[config.mk]
export PLATFORM = sky130hd
export DESIGN_NAME = hdmi_period_scheduler
export DESIGN_NICKNAME = d
export VERILOG_FILES = /design/src/rtl/hdmi_period_scheduler.sv
export SDC_FILE = /design/constraint.sdc
export NUM_CORES = 1
export LEC_CHECK = 0
export CORE_UTILIZATION = 56
export DETAILED_ROUTE_END_ITERATION = 8
export MAX_ROUTING_LAYER = met4
export PLACE_DENSITY = 0.83
export REMOVE_ABC_BUFFERS = 1
export SLEW_MARGIN = 20
export SYNTH_ARGS = -nofsm -noshare
export SYNTH_HDL_FRONTEND = slang
export SYNTH_SLANG_ARGS = --single-unit
[constraint.sdc]
create_clock -name clk -period 5.5 [get_ports clk]
set_input_delay 1.65 -clock clk [delete_from_list [all_inputs] [get_ports clk]]
set_output_delay 1.65 -clock clk [all_outputs]
set_load 0.05 [all_outputs]
[src/rtl/hdmi_period_scheduler.sv]
// hdmi_period_scheduler
//   Video timing generator and period sequencer for one HDMI link. Walks a
//   raster of H_TOTAL x V_TOTAL character clocks. For every position it drives
//   the shared mode/ctrl inputs of the three TMDS channel encoders: control,
//   video preamble/guard/active, and data-island preamble/guard/data. It also
//   requests pixel data from the video source. At most one data island is
//   scheduled per line, and only when the packet builder asks for it.
//
// Ports
//   clk          pixel / TMDS character clock
//   rst          asynchronous active-high reset
//   island_req   packet builder has ISLAND_PACKETS packets ready
//   island_ack   one-cycle pulse: island accepted, preamble starts next cycle
//   island_rd    high on every island data cycle
//   island_pkt   packet index within the island
//   island_word  word index 0..31 within the packet
//   de           active video
//   pix_x/pix_y  pixel column/row, valid when de
//   hsync/vsync  syncs, active level SYNC_POL
//   frame_start  pulse at h=0, v=0
//   mode         0 control, 1 video, 2 video guard, 3 island, 4 island guard
//   ctrl0        channel 0 ctrl = {vsync,hsync}
//   ctrl1        channel 1 ctrl {CTL1,CTL0}
//   ctrl2        channel 2 ctrl {CTL3,CTL2}
//
// Every output is registered. The outputs for counter position (h,v) appear
// one cycle after the counters hold that position.
//
//   state       | meaning
//   ------------+---------------------------------------------------
//   CTRL        | control period, CTL bits idle
//   VID_PRE     | 8-cycle video preamble (CTL0=1)
//   VID_GUARD   | 2-cycle video leading guard band
//   VIDEO       | active pixels
//   ISL_PRE     | 8-cycle data-island preamble (CTL0=1, CTL2=1)
//   ISL_GUARD_L | 2-cycle island leading guard band
//   ISLAND      | 32*ISLAND_PACKETS island data cycles
//   ISL_GUARD_T | 2-cycle island trailing guard band

module hdmi_period_scheduler #(
    parameter int H_ACTIVE       = 640,
    parameter int H_FP           = 16,
    parameter int H_SYNC         = 96,
    parameter int H_BP           = 48,
    parameter int V_ACTIVE       = 480,
    parameter int V_FP           = 10,
    parameter int V_SYNC         = 2,
    parameter int V_BP           = 33,
    parameter int SYNC_POL       = 0,
    parameter int ISLAND_PACKETS = 1
) (
    input  logic        clk,
    input  logic        rst,
    input  logic        island_req,
    output logic        island_ack,
    output logic        island_rd,
    output logic [4:0]  island_pkt,
    output logic [4:0]  island_word,
    output logic        de,
    output logic [11:0] pix_x,
    output logic [10:0] pix_y,
    output logic        hsync,
    output logic        vsync,
    output logic        frame_start,
    output logic [2:0]  mode,
    output logic [1:0]  ctrl0,
    output logic [1:0]  ctrl1,
    output logic [1:0]  ctrl2
);

    localparam int H_TOTAL = H_ACTIVE + H_FP + H_SYNC + H_BP;
    localparam int V_TOTAL = V_ACTIVE + V_FP + V_SYNC + V_BP;

    // The island must fit between the end of the front porch and the video
    // preamble, and must leave at least 4 control cycles before the preamble.
    if (H_SYNC + H_BP < 12 + 32 * ISLAND_PACKETS + 10 + 4) begin : g_bad_island_fit
        $fatal(1, "hdmi_period_scheduler: island does not fit in horizontal blanking");
    end
    if (ISLAND_PACKETS < 1 || ISLAND_PACKETS > 18) begin : g_bad_island_packets
        $fatal(1, "hdmi_period_scheduler: ISLAND_PACKETS must be 1..18");
    end

    localparam logic [11:0] H_LAST    = 12'(H_TOTAL - 1);
    localparam logic [10:0] V_LAST    = 11'(V_TOTAL - 1);
    localparam logic [11:0] H_ACT     = 12'(H_ACTIVE);
    localparam logic [10:0] V_ACT     = 11'(V_ACTIVE);
    localparam logic [10:0] V_ACT_M1  = 11'(V_ACTIVE - 1);
    localparam logic [11:0] VPRE_S    = 12'(H_TOTAL - 10);
    localparam logic [11:0] VGRD_S    = 12'(H_TOTAL - 2);
    localparam logic [11:0] ISL_DEC   = 12'(H_ACTIVE + H_FP - 1);
    localparam logic [11:0] ISL_PRE_S = 12'(H_ACTIVE + H_FP);
    localparam logic [11:0] ISL_GL_S  = 12'(H_ACTIVE + H_FP + 8);
    localparam logic [11:0] ISL_DAT_S = 12'(H_ACTIVE + H_FP + 10);
    localparam logic [11:0] ISL_GT_S  = 12'(H_ACTIVE + H_FP + 10 + 32 * ISLAND_PACKETS);
    localparam logic [11:0] ISL_END   = 12'(H_ACTIVE + H_FP + 12 + 32 * ISLAND_PACKETS);
    localparam logic [11:0] HS_S      = 12'(H_ACTIVE + H_FP);
    localparam logic [11:0] HS_E      = 12'(H_ACTIVE + H_FP + H_SYNC);
    localparam logic [10:0] VS_S      = 11'(V_ACTIVE + V_FP);
    localparam logic [10:0] VS_E      = 11'(V_ACTIVE + V_FP + V_SYNC);
    localparam logic        SYNC_ACT  = (SYNC_POL != 0);

    typedef enum logic [2:0] {
        ST_CTRL,
        ST_VID_PRE,
        ST_VID_GUARD,
        ST_VIDEO,
        ST_ISL_PRE,
        ST_ISL_GUARD_L,
        ST_ISLAND,
        ST_ISL_GUARD_T
    } state_t;

    state_t      state;
    state_t      nxt_state;
    logic [11:0] h_cnt;
    logic [10:0] v_cnt;
    logic        isl_line;   // island accepted for the current line
    logic        pre_line;
    logic        hs_lvl;
    logic        vs_lvl;
    logic        isl_take;

    // Period for the position the counters hold now; registered below.
    always_comb begin
        nxt_state = ST_CTRL;
        // Preamble/guard run at the end of the line that precedes an active line.
        pre_line  = (v_cnt == V_LAST) || (v_cnt < V_ACT_M1);
        if (h_cnt < H_ACT && v_cnt < V_ACT)
            nxt_state = ST_VIDEO;
        else if (pre_line && h_cnt >= VPRE_S && h_cnt < VGRD_S)
            nxt_state = ST_VID_PRE;
        else if (pre_line && h_cnt >= VGRD_S)
            nxt_state = ST_VID_GUARD;
        else if (isl_line && h_cnt >= ISL_PRE_S && h_cnt < ISL_GL_S)
            nxt_state = ST_ISL_PRE;
        else if (isl_line && h_cnt >= ISL_GL_S && h_cnt < ISL_DAT_S)
            nxt_state = ST_ISL_GUARD_L;
        else if (isl_line && h_cnt >= ISL_DAT_S && h_cnt < ISL_GT_S)
            nxt_state = ST_ISLAND;
        else if (isl_line && h_cnt >= ISL_GT_S && h_cnt < ISL_END)
            nxt_state = ST_ISL_GUARD_T;
    end

    always_comb begin
        hs_lvl   = (h_cnt >= HS_S && h_cnt < HS_E) ? SYNC_ACT : ~SYNC_ACT;
        vs_lvl   = (v_cnt >= VS_S && v_cnt < VS_E) ? SYNC_ACT : ~SYNC_ACT;
        isl_take = (h_cnt == ISL_DEC) && island_req;
    end

    always_ff @(posedge clk or posedge rst) begin
        if (rst) begin
            h_cnt       <= '0;
            v_cnt       <= '0;
            isl_line    <= 1'b0;
            state       <= ST_CTRL;
            mode        <= 3'd0;
            ctrl0       <= {~SYNC_ACT, ~SYNC_ACT};
            ctrl1       <= 2'b00;
            ctrl2       <= 2'b00;
            de          <= 1'b0;
            pix_x       <= '0;
            pix_y       <= '0;
            hsync       <= ~SYNC_ACT;
            vsync       <= ~SYNC_ACT;
            frame_start <= 1'b0;
            island_ack  <= 1'b0;
            island_rd   <= 1'b0;
            island_word <= '0;
            island_pkt  <= '0;
        end else begin
            if (h_cnt == H_LAST) begin
                h_cnt <= '0;
                v_cnt <= (v_cnt == V_LAST) ? 11'd0 : v_cnt + 11'd1;
            end else begin
                h_cnt <= h_cnt + 12'd1;
            end

            if (h_cnt == H_LAST)
                isl_line <= 1'b0;
            else if (isl_take)
                isl_line <= 1'b1;

            state       <= nxt_state;
            island_ack  <= isl_take;
            frame_start <= (h_cnt == 12'd0) && (v_cnt == 11'd0);
            hsync       <= hs_lvl;
            vsync       <= vs_lvl;
            ctrl0       <= {vs_lvl, hs_lvl};

            de          <= (nxt_state == ST_VIDEO);
            pix_x       <= (nxt_state == ST_VIDEO) ? h_cnt : 12'd0;
            pix_y       <= (nxt_state == ST_VIDEO) ? v_cnt : 11'd0;
            island_rd   <= (nxt_state == ST_ISLAND);

            // Word/packet counters restart on entry to ISLAND and hold 0 elsewhere.
            if (nxt_state == ST_ISLAND && state == ST_ISLAND) begin
                island_word <= island_word + 5'd1;
                if (island_word == 5'd31)
                    island_pkt <= island_pkt + 5'd1;
            end else begin
                island_word <= '0;
                island_pkt  <= '0;
            end

            case (nxt_state)
                ST_VID_PRE:     begin mode <= 3'd0; ctrl1 <= 2'b01; ctrl2 <= 2'b00; end
                ST_VID_GUARD:   begin mode <= 3'd2; ctrl1 <= 2'b00; ctrl2 <= 2'b00; end
                ST_VIDEO:       begin mode <= 3'd1; ctrl1 <= 2'b00; ctrl2 <= 2'b00; end
                ST_ISL_PRE:     begin mode <= 3'd0; ctrl1 <= 2'b01; ctrl2 <= 2'b01; end
                ST_ISL_GUARD_L: begin mode <= 3'd4; ctrl1 <= 2'b00; ctrl2 <= 2'b00; end
                ST_ISLAND:      begin mode <= 3'd3; ctrl1 <= 2'b00; ctrl2 <= 2'b00; end
                ST_ISL_GUARD_T: begin mode <= 3'd4; ctrl1 <= 2'b00; ctrl2 <= 2'b00; end
                default:        begin mode <= 3'd0; ctrl1 <= 2'b00; ctrl2 <= 2'b00; end
            endcase
        end
    end

endmodule

==> results of run 1 <==
-- placed cells by master, fill, tap and decap left out, types with 2 or more instances in the layout --
| cell type | count |
|---|---|
| dfrtp_1 | 69 |
| clkdlybuf4s50_1 | 48 |
| nor2_1 | 20 |
| nand2_1 | 16 |
| nand3_1 | 15 |
| inv_1 | 13 |
| xor2_1 | 13 |
| and2_1 | 12 |
| nand4_1 | 11 |
| nor4_1 | 9 |
| clkbuf_8 | 9 |
| xnor2_1 | 8 |
| o21ai_0 | 8 |
| ha_1 | 7 |
| nor3_1 | 6 |
| conb_1 | 6 |
| and3_1 | 5 |
| a21oi_1 | 5 |
| and4_1 | 3 |
| or3_1 | 3 |
| and4b_1 | 2 |
| nand3_2 | 2 |
| nand4b_1 | 2 |
| or2_1 | 2 |
| or4_1 | 2 |
| clkinvlp_4 | 2 |
| inv_6 | 2 |
| clkinv_4 | 2 |
| dfstp_2 | 2 |
-- synth_stat cells (3+ instances only) --
| cell | count |
|---|---|
| nand4_1 | 11 |
| nor3_1 | 6 |
| and2_1 | 12 |
| or3_1 | 3 |
| nor2_1 | 20 |
| xnor2_1 | 8 |
| inv_1 | 14 |
| a21oi_1 | 5 |
| nand3_1 | 15 |
| dfrtp_1 | 69 |
| and4_1 | 3 |
| nand2_1 | 16 |
| o21ai_0 | 8 |
| and3_1 | 5 |
| xor2_1 | 13 |
| nor4_1 | 9 |
| buf_2 | 6 |
| buf_6 | 4 |
| buf_4 | 4 |
| ha_1 | 7 |
-- area by class of cell --
cell class | instances | share of cell area, %
Timing Repair Buffer | 49 | 12.7
Multi-Input combinational cell | 182 | 31.9
Inverter | 14 | 1.40
Sequential cell | 71 | 46.3
Tap cell | 72 | 2.35
Clock buffer | 9 | 3.23
Clock inverter | 7 | 2.09
-- where the power goes --
group          internal, mW  total, mW  switching [mW]
logic               0.00427     0.0232          0.0190
clock network         0.214      0.422           0.208
registers             0.523      0.523        0.000335
-- per-layer routing --
| layer | up-vias | GRT usage [%] |
|---|---|---|
| met5 | - | - |
| met4 | 0 | 12.6 |
| li1 | 1062 | - |
| met2 | 85 | 35.8 |
| met3 | 18 | 4.05 |
| met1 | 1082 | 31.6 |
-- kinds of logic (layout without fill, tap and decap cells) --
group / after synthesis / count (layout) / share of synthesized area [%]
and+or+nand+nor: 125 / 125 / 24.6
DFF: 71 / 71 / 56.2
buffers and inverters: 31 / 79 / 5.65
AOI/OAI and AO/OA: 22 / 22 / 4.47
xor gates and xnor gates: 21 / 21 / 5.81
adders and majority gates: 7 / 7 / 2.77
other: 1 / 6 / 0.119
muxes: 1 / 1 / 0.316
-- final timing paths --
kind / slack [ns] / start / cells after the start / to
worst min register to register: 0.49 / island_word[0] / 1 / island_word[0]
worst min-delay path: 0.49 / island_word[0] / 1 / island_word[0]
worst max-delay path: 2.18 / ctrl0[1] / 1 / vsync
max in group asynchronous: 2.96 / rst / 3 / island_rd
min in group asynchronous: 1.77 / rst / 2 / v_cnt[10]
worst max register to register: 2.86 / h_cnt[1] / 5 / v_cnt[8]
-- state kept, by name (all words and copies together) (netlist names) --
name         count
ctrl0            2
ctrl1            1
ctrl2            1
de               1
frame_start      1
h_cnt           12
isl_line         1
island_ack       1
island_pkt       5
island_rd        1
island_word      5
mode             3
pix_x           12
pix_y           11
state            3
v_cnt           11
-- stage by stage --
step	instance area, sq um	hold WS (ns)	power, mW	cells
6_report	3840	0.491	0.969	404
4_1_cts	3840	0.496	0.975	404
3_3_place_gp	3630	0.475	0.557	388
3_5_place_dp	3630	0.485	0.558	388
2_1_floorplan	3060	0.475	0.550	267
5_1_grt	3840	0.544	1.00	404
==> key figures, run 1 <==
Synth
  • Synthesized area: between 3000 and 4000 sq um
  • Post-synth EDFFs: 0
  • Post-synthesis cell count: ~280
  • Async S/R FF share, synth: 100%
  • Post-synthesis sequential area ratio: 56.2%
  • Dominant synthesized flop cell: dfrtp_1
  • Synth Register Bits: 71
  • Synth area leader: dfrtp_1
  • Synth top area cells: dfrtp_1 55%, xor2_1 3.6%, ha_1 2.8%
  • Library cells used by synthesis: 54
  • Post-synth top area share: 54.6%
  • Syn. warnings: 0
  • Synth Area per Inst: between 10 and 15 sq um

Pwr
  • Cell Pwr Density: about 250 nW/um^2
  • Leakage power: 1.70 nW
  • Peak supply drop: ~170 uV

Clocking
  • CTS Buffer Depth: 2
  • Clock Latency Late Sink: between 0.3 and 0.4 ns
  • CTS tree: yes
  • Post-CTS Setup Bufs: 0
  • Cts bufs inserted: 9
  • Worst-path clk slew: approximately 0.080 ns
  • CTS Root Cell: clkbuf_8
  • Hold Buf Count CTS: 0
  • CTS H-tree depth: 3
  • Resize count post-CTS: 0
  • Clk sinks: between 70 and 80

Setup path
  • Crit end category: output port
  • Critical Path AT: 1.67 ns
  • Max FO, Critical Path: 2
  • CP max stage cell: clkdlybuf4s50_1
  • Slowest stage delay, CP: 0.79 ns
  • Kind of critical path: flip-flop to output port
  • CP cell instances: clkdlybuf4s50_1
  • Startpoint types: flip-flop
  • Delay-heaviest family, CP: buffers and inverters
  • Worst path bufs/invs: 1
  • Req. time, crit path: 3.85 ns

Drt
  • Met2 WL post-DR: 2990 um
  • Max layer used: met4
  • WL final: between 6000 and 7000 um
  • Metal-1 WL: approximately 2800 um
  • DR iter-0 viols: about 150
  • Avg Vias per Cell: about 5.6
  • Post-route ant nets: 0
  • First-pass DRT Iterations: 4
  • Wirelength per Cell: approximately 16 um
  • Detailed-route via count: approximately 2,200
  • DRC viols: 0
  • WL met3: roughly 310 um

Floorplanning
  • Core ar.: between 5000 and 6000 sq um
  • Die H: 77.2 um
  • Die Area: ~6000 sq um
  • Std-Cell Rows: 27
  • Initial core utilization: 57.8%
  • Io pins: a little over 50
  • Die Width: roughly 77 um

Cells and area
  • Layout area overhead: 21.4%
  • Fin nets: approximately 340
  • Proportion of layout cells with a drive suffix above 1: 10.2%
  • Fin util: a little over two thirds
  • Number of diodes: 0
  • Multi-input logic area: around 1200 sq um
  • Fillers: 430
  • Register Area: about 1800 sq um

Timing
  • Final setup vio count: 0
  • Relative slew slack: 43.1%
  • Max frequency: ~300 MHz
  • Worst-margin pin slew: about 0.85 ns
  • Setup TNS: 0 ns
  • Tmin final: around 3.3 ns
  • Final setup margin: between 2 and 2.5 ns
  • RSZ-0062 raised after global routing: no
  • Hold Violations, Final: 0
  • Clk_skew: 0.0138 ns
  • Fin. max-slew vios: 0
  • Final period utilization: around three fifths

GRT
  • Number of global-route vias before repair: 2,170
  • Pin count of the biggest net entering global routing: 52
  • Gr usage total: between 20% and 30%
  • Antenna violations before repair: 0
  • First-pass GRT wire length: approximately 10,000 um
  • Grt ovf: 0

Placed design
  • HPWL Detailed: between 4000 and 5000 um
  • Pre-CTS WS: between 2 and 2.5 ns
  • GPL Wtd Cong: between 0.8 and 0.9
  • I/O Buffers: 48

Run status
  • Status: completed

Job
  • Max_cap viols: 0

Worst hold path
  • HP Class: flip-flop to flip-flop
Note: power is estimated with default switching activity, not from simulation.
==> run 2, diff against run 1 <==
Settings changed: CORE_UTILIZATION 56 to 53, PLACE_DENSITY 0.83 to 0.79.
Clock period 5.5 ns to 3.1 ns, I/O delays scaled along.
==> run 2 against run 1 <==
Register-to-register slack got worse by 2.0 ns. Combinational power increased by 87%. Global-route usage decreased by 1.2 points. Largest power group unchanged. First-iteration DRC count decreased by 12%.
==> key figures, run 2 (synthesis gave the netlist of run 1 again) <==
Run status
  • Status: completed

Setup path
  • Max FO, Critical Path: 2 (unchanged)
  • Crit end category: output port
  • R2R Path End: v_cnt[8]
  • Kind of critical path: flip-flop to output port
  • Startpoint types: flip-flop
  • Delay-heaviest family, CP: buffers and inverters
  • Req. time, crit path: 2.17 ns (-1.68 ns)
  • R2R Setup Slk: 0.87 ns (-1.99 ns)
  • Worst-case reg-to-reg path depth: 6 (+1)
  • Worst path bufs/invs: 1 (unchanged)
  • Reg-to-reg startpoint: h_cnt[1]
  • Slowest stage delay, CP: 0.80 ns (about the same)
  • Critical Path AT: 1.67 ns (about the same)
  • CP max stage cell: clkdlybuf4s50_1
  • CP cell instances: clkdlybuf4s50_1

Cells and area
  • Layout area overhead: 22.8%
  • Fin nets: 338 (+0.30%)
  • Commonest non-fill, non-tap cell in the layout: dfrtp_1
  • Most frequent cells in the layout: 69 x dfrtp_1, 48 x clkdlybuf4s50_1, 20 x nor2_1, 16 x nand2_1, 15 x nand3_1
  • Largest regs: h_cnt x12, pix_x x12
  • Fin util: 68.9% (-1.3 points)
  • Proportion of layout cells with a drive suffix above 1: 10.5% (+0.27 points)
  • Number of diodes: 0 (unchanged)

Floorplanning
  • Io pins: 51 (unchanged)
  • Std-Cell Rows: 27 (unchanged)
  • Die Width: 79.3 um (+2.7%)
  • Initial core utilization: 56.1% (-1.7 points)
  • Core ar.: 5640 sq um (+3.1%)
  • Die H: 79.3 um (+2.7%)
  • Die Area: 6280 sq um (+5.5%)

Pwr
  • Pint: 1.43 mW (+93%)
  • Cell Pwr Density: 465 nW/um^2 (+84%)
  • Clock power share: 46.1% (+2.5 points)
  • Peak supply drop: 300 uV (+76%)
  • Sw Share: 20.6% (-2.8 points)
  • Comb power frac: 2.4% (about the same)
  • NetSw: 0.373 mW (+64%)
  • Leakage power: 1.72 nW (+1.4%)
  • Reg power frac: 51.5% (-2.5 points)

Clocking
  • Clock Latency Late Sink: 0.34 ns (about the same)
  • Worst-path clk slew: 0.07 ns (about the same)
  • CTS Buffer Depth: 2 (unchanged)
  • Clk sinks: 71 (unchanged)
  • CTS H-tree depth: 3 (unchanged)
  • Post-CTS Setup Bufs: 0 (unchanged)
  • Resize count post-CTS: 0 (unchanged)
  • Hold Buf Count CTS: 0 (unchanged)
  • CTS Root Cell: clkbuf_8
  • CTS tree: yes
  • Cts bufs inserted: 9 (unchanged)

Placed design
  • HPWL Detailed: 4240 um (+0.62%)
  • I/O Buffers: 48 (unchanged)
  • GPL Wtd Cong: 0.880 (-0.44%)

Drt
  • DRC viols: 0 (unchanged)
  • Post-route ant nets: 0 (unchanged)
  • First-pass DRT Iterations: 4 (unchanged)
  • WL final: 6250 um (-0.32%)
  • Detailed-route via count: 2,229 (-0.80%)
  • DR iter-0 viols: 129 (-12%)
  • Wirelength per Cell: 15.4 um (-0.57%)
  • Avg Vias per Cell: 5.50 (-1.0%)

Timing
  • Setup TNS: 0 ns (unchanged)
  • Worst-margin pin slew: 0.710 ns (-0.142 ns)
  • Clk_skew: 0.0103 ns (-0.00351 ns)
  • Fin. max-slew vios: 0 (unchanged)
  • Final period utilization: 83.8%
  • Relative slew slack: 52.4% (+9.3 points)
  • Final setup vio count: 0 (unchanged)
  • RSZ-0062 raised after global routing: no
  • Max frequency: around 390 MHz
  • Hold Violations, Final: 0 (unchanged)
  • Tmin final: approximately 2.6 ns

Worst hold path
  • Hold path startpoint: island_word[0]
  • Hold Path End: island_word[0]
  • WHS Path Cells: 1 (unchanged)
  • HP Class: flip-flop to flip-flop

Job
  • Max_cap viols: 0 (unchanged)

GRT
  • Grt ovf: 0 (unchanged)
  • Antenna violations before repair: 0 (unchanged)
  • First-pass GRT wire length: 10,300 um (-1.8%)
  • Number of global-route vias before repair: 2,090 (-3.7%)
  • Gr usage total: 22.7% (-1.2 points)
  • Pin count of the biggest net entering global routing: 72 (+38%)
## run 2: metrics by stage
| step | worst slack, ns | hold WS (ns) | instance area (sq um) | power, mW | instances |
|---|---|---|---|---|---|
| after detailed placement | 0.861 | 0.479 | 3650 | 0.992 | 389 |
| after floorplan | 0.377 | 0.475 | 3060 | 0.976 | 267 |
| final | 0.503 | 0.491 | 3890 | 1.81 | 405 |
| after CTS | 0.484 | 0.494 | 3890 | 1.82 | 405 |
| after global routing | 0.472 | 0.509 | 3890 | 1.86 | 405 |
| after global placement | 0.875 | 0.470 | 3650 | 0.991 | 389 |
## run 2: worst max-delay path by stage
| stage | cells after the start | slack (ns) | endpoint | start |
|---|---|---|---|---|
| finish | 1 | 0.50 | ctrl0[0] | ctrl0[0] |
| global route | 1 | 0.47 | ctrl0[0] | ctrl0[0] |
| global placement | 1 | 0.87 | ctrl0[0] | ctrl0[0] |
| detailed placement | 1 | 0.86 | ctrl0[0] | ctrl0[0] |
| CTS | 1 | 0.48 | ctrl0[0] | ctrl0[0] |
| floorplan | 1 | 0.38 | ctrl1[0] | rst |
## run 2: cell type report
| class | count | area (sq um) |
|---|---|---|
| flip-flops and latches | 71 | 1780 |
| fillers | 433 | 1760 |
| multi-input cells | 182 | 1220 |
| repair buffers | 50 | 508 |
| clock buffers | 11 | 151 |
| well taps | 72 | 90.1 |
| clock inverters | 5 | 80.1 |
| inverters | 14 | 52.6 |
## run 2: layer usage
metal	part of all wire (%)	wire (um)	GRT usage, %
met5	0	0	-
met4	2.2	135	11.6
met3	4.3	266	3.45
met2	47	2940	33.6
met1	46	2900	30.7
## run 2: power by group through the flow
stage               Combinational (mW)  Sequential (mW)  Clock [mW]
floorplan                       0.0191            0.957           0
global placement                0.0446            0.947           0
detailed placement              0.0446            0.947           0
CTS                             0.0447            0.929       0.845
global route                    0.0485            0.929       0.879
finish                          0.0434            0.929       0.833
==> run 3, diff against run 2 <==
Settings changed: CORE_UTILIZATION 53 to 48, PLACE_DENSITY 0.79 to 0.76.
Clock period 3.1 ns to 2.3 ns, I/O delays scaled along.
==> run 3 against run 2 <==
Critical path depth stayed put. Non-clock buffer count increased by 4. Cell count increased by 2.2%. Clock skew up 0.0023 ns.
==> key figures, run 3 (synthesis gave the netlist of run 1 again) <==
Cells and area
  • Largest regs: h_cnt x12, pix_x x12
  • Multi-input logic area: 1220 sq um (unchanged)
  • Post-route design area: 3860 sq um (-0.61%)
  • Fin nets: 342 (+1.2%)
  • Register Area: 1780 sq um (unchanged)
  • Proportion of layout cells with a drive suffix above 1: 12.8% (+2.2 points)
  • Most frequent cells in the layout: 69 x dfrtp_1, 41 x clkdlybuf4s50_1, 20 x nor2_1, 16 x nand2_1, 15 x nand3_1
  • Fillers: 500 (+15%)
  • Commonest non-fill, non-tap cell in the layout: dfrtp_1
  • Number of diodes: 0 (unchanged)
  • Fin util: 60.8% (-8.1 points)
  • Layout area overhead: 22.1%

Setup path
  • R2R Setup Slk: 0.24 ns (-0.63 ns)
  • Worst-case reg-to-reg path depth: 5 (-1)
  • Worst path bufs/invs: 1 (unchanged)
  • Reg-to-reg startpoint: h_cnt[1]
  • Slowest stage delay, CP: 0.82 ns (+0.02 ns)
  • CP max stage cell: clkdlybuf4s50_1
  • Critical Path AT: 1.56 ns (-0.11 ns)
  • R2R Path End: v_cnt[8]
  • Max FO, Critical Path: 4 (+2)
  • CP cell instances: clkdlybuf4s50_1
  • Startpoint types: flip-flop
  • Crit end category: output port
  • Req. time, crit path: 1.61 ns (-0.56 ns)
  • Delay-heaviest family, CP: buffers and inverters
  • Kind of critical path: flip-flop to output port

Timing
  • Relative slew slack: 50.2% (-2.2 points)
  • Final period utilization: about 98%
  • Max frequency: ~450 MHz
  • Hold Violations, Final: 0 (unchanged)
  • RSZ-0062 raised after global routing: no
  • Fin. max-slew vios: 0 (unchanged)
  • Final setup vio count: 0 (unchanged)
  • Tmin final: 2.25 ns
  • Worst-margin pin slew: 0.742 ns (+0.0321 ns)
  • Setup TNS: 0 ns (unchanged)
  • Clk_skew: 0.0125 ns (+0.00226 ns)

Pwr
  • Reg power frac: 57.6% (+6.1 points)
  • Comb power frac: 2.7% (+0.3 points)
  • Sw Share: 23.9% (+3.3 points)
  • NetSw: 0.520 mW (+40%)
  • Pwr Total: 2.17 mW (+20%)
  • Clock power share: 39.7% (-6.4 points)
  • Cell Pwr Density: 563 nW/um^2 (+21%)
  • Peak supply drop: 287 uV (-4.4%)
  • Pint: 1.65 mW (+15%)
  • Leakage power: 1.77 nW (+2.7%)

Clocking
  • Post-CTS Setup Bufs: 0 (unchanged)
  • Cts bufs inserted: 9 (unchanged)
  • CTS H-tree depth: 3 (unchanged)
  • Worst-path clk slew: 0.07 ns (about the same)
  • CTS tree: yes
  • CTS Root Cell: clkbuf_8
  • CTS Buffer Depth: 2 (unchanged)
  • Clock Latency Late Sink: 0.35 ns (about the same)
  • Hold Buf Count CTS: 0 (unchanged)
  • Clk sinks: 71 (unchanged)

GRT
  • First-pass GRT wire length: 10,900 um (+6.4%)
  • Grt ovf: 0 (unchanged)
  • Gr usage total: 20.6% (-2.2 points)
  • Antenna violations before repair: 0 (unchanged)
  • Pin count of the biggest net entering global routing: 72 (unchanged)
  • Number of global-route vias before repair: 2,272 (+8.7%)

Drt
  • DRC viols: 0 (unchanged)
  • DR iter-0 viols: 176 (+36%)
  • Avg Vias per Cell: 5.42 (-1.6%)
  • Post-route ant nets: 0 (unchanged)
  • Detailed-route via count: 2,243 (+0.63%)
  • WL final: 6150 um (-1.6%)
  • Wirelength per Cell: 14.8 um (-3.8%)
  • First-pass DRT Iterations: 4 (unchanged)

Floorplanning
  • Die H: 83.2 um (+4.9%)
  • Die Area: 6920 sq um (+10%)
  • Initial core utilization: 49.8% (-6.3 points)
  • Io pins: 51 (unchanged)
  • Core ar.: 6350 sq um (+13%)
  • Std-Cell Rows: 29 (+7.4%)
  • Die Width: 83.2 um (+4.9%)

Job
  • Max_cap viols: 0 (unchanged)

Worst hold path
  • Hold path startpoint: island_word[0]
  • Hold Path End: island_word[0]
  • WHS Path Cells: 1 (unchanged)
  • HP Class: flip-flop to flip-flop

Placed design
  • Cell Area, Placed: 3680 sq um (+0.72%)
  • HPWL Detailed: 4190 um (-1.0%)
  • I/O Buffers: 48 (unchanged)
  • GPL Wtd Cong: 0.880 (about the same)

Run status
  • Status: completed
[run 3: worst max path at each step]
| stage | start | to | slack, ns | depth (start not counted) |
|---|---|---|---|---|
| 6_report | island_word[0] | island_word[0] | 0.05 | 1 |
| 5_1_grt | island_word[0] | island_word[0] | 0.0001 | 1 |
| 4_1_cts | island_pkt[0] | island_pkt[0] | 0.02 | 1 |
| 3_5_place_dp | h_cnt[1] | v_cnt[8] | 0.28 | 5 |
| 3_3_place_gp | h_cnt[1] | v_cnt[8] | 0.36 | 5 |
| 2_1_floorplan | rst | ctrl1[0] | -0.18 | 1 |
[run 3: metal layers]
| layer | track usage (%) | vias up | wire length [um] |
|---|---|---|---|
| li1 | - | 1063 | - |
| met1 | 28.5 | 1088 | 2830 |
| met2 | 28.6 | 84 | 2870 |
| met3 | 5.07 | 8 | 353 |
| met4 | 9.40 | 0 | 96 |
| met5 | - | - | 0 |
[run 3: metrics by stage]
step | instances | hold WS, ns | setup slack (ns)
CTS | 414 | 0.494 | 0.0204
finish | 414 | 0.489 | 0.0546
floorplan | 267 | 0.475 | -0.183
global placement | 398 | 0.473 | 0.362
global route | 414 | 0.514 | 0.000104
detailed placement | 398 | 0.484 | 0.278
[run 3: power by group through the flow]
stage	logic [mW]	clock network [mW]	registers, mW
2_1_floorplan	0.0258	0	1.29
3_3_place_gp	0.0601	0	1.28
3_5_place_dp	0.0607	0	1.28
4_1_cts	0.0607	0.889	1.25
5_1_grt	0.0654	0.946	1.25
6_report	0.0587	0.862	1.25
[run 3: final cells by class]
type                            count  share of cell area, %
Sequential cell                    71                   46.1
Multi-Input combinational cell    182                   31.7
Timing Repair Buffer               54                   13.9
Clock buffer                        9                   3.21
Tap cell                           77                   2.49
Inverter                           14                   1.36
Clock inverter                      7                   1.30
[run 3: what timing repair did]
item / in CTS / in global routing
endpoints found under the setup margin: 0 / 3
hold endpoints to repair: 0 / 0
gates resized for setup: 0 / 3
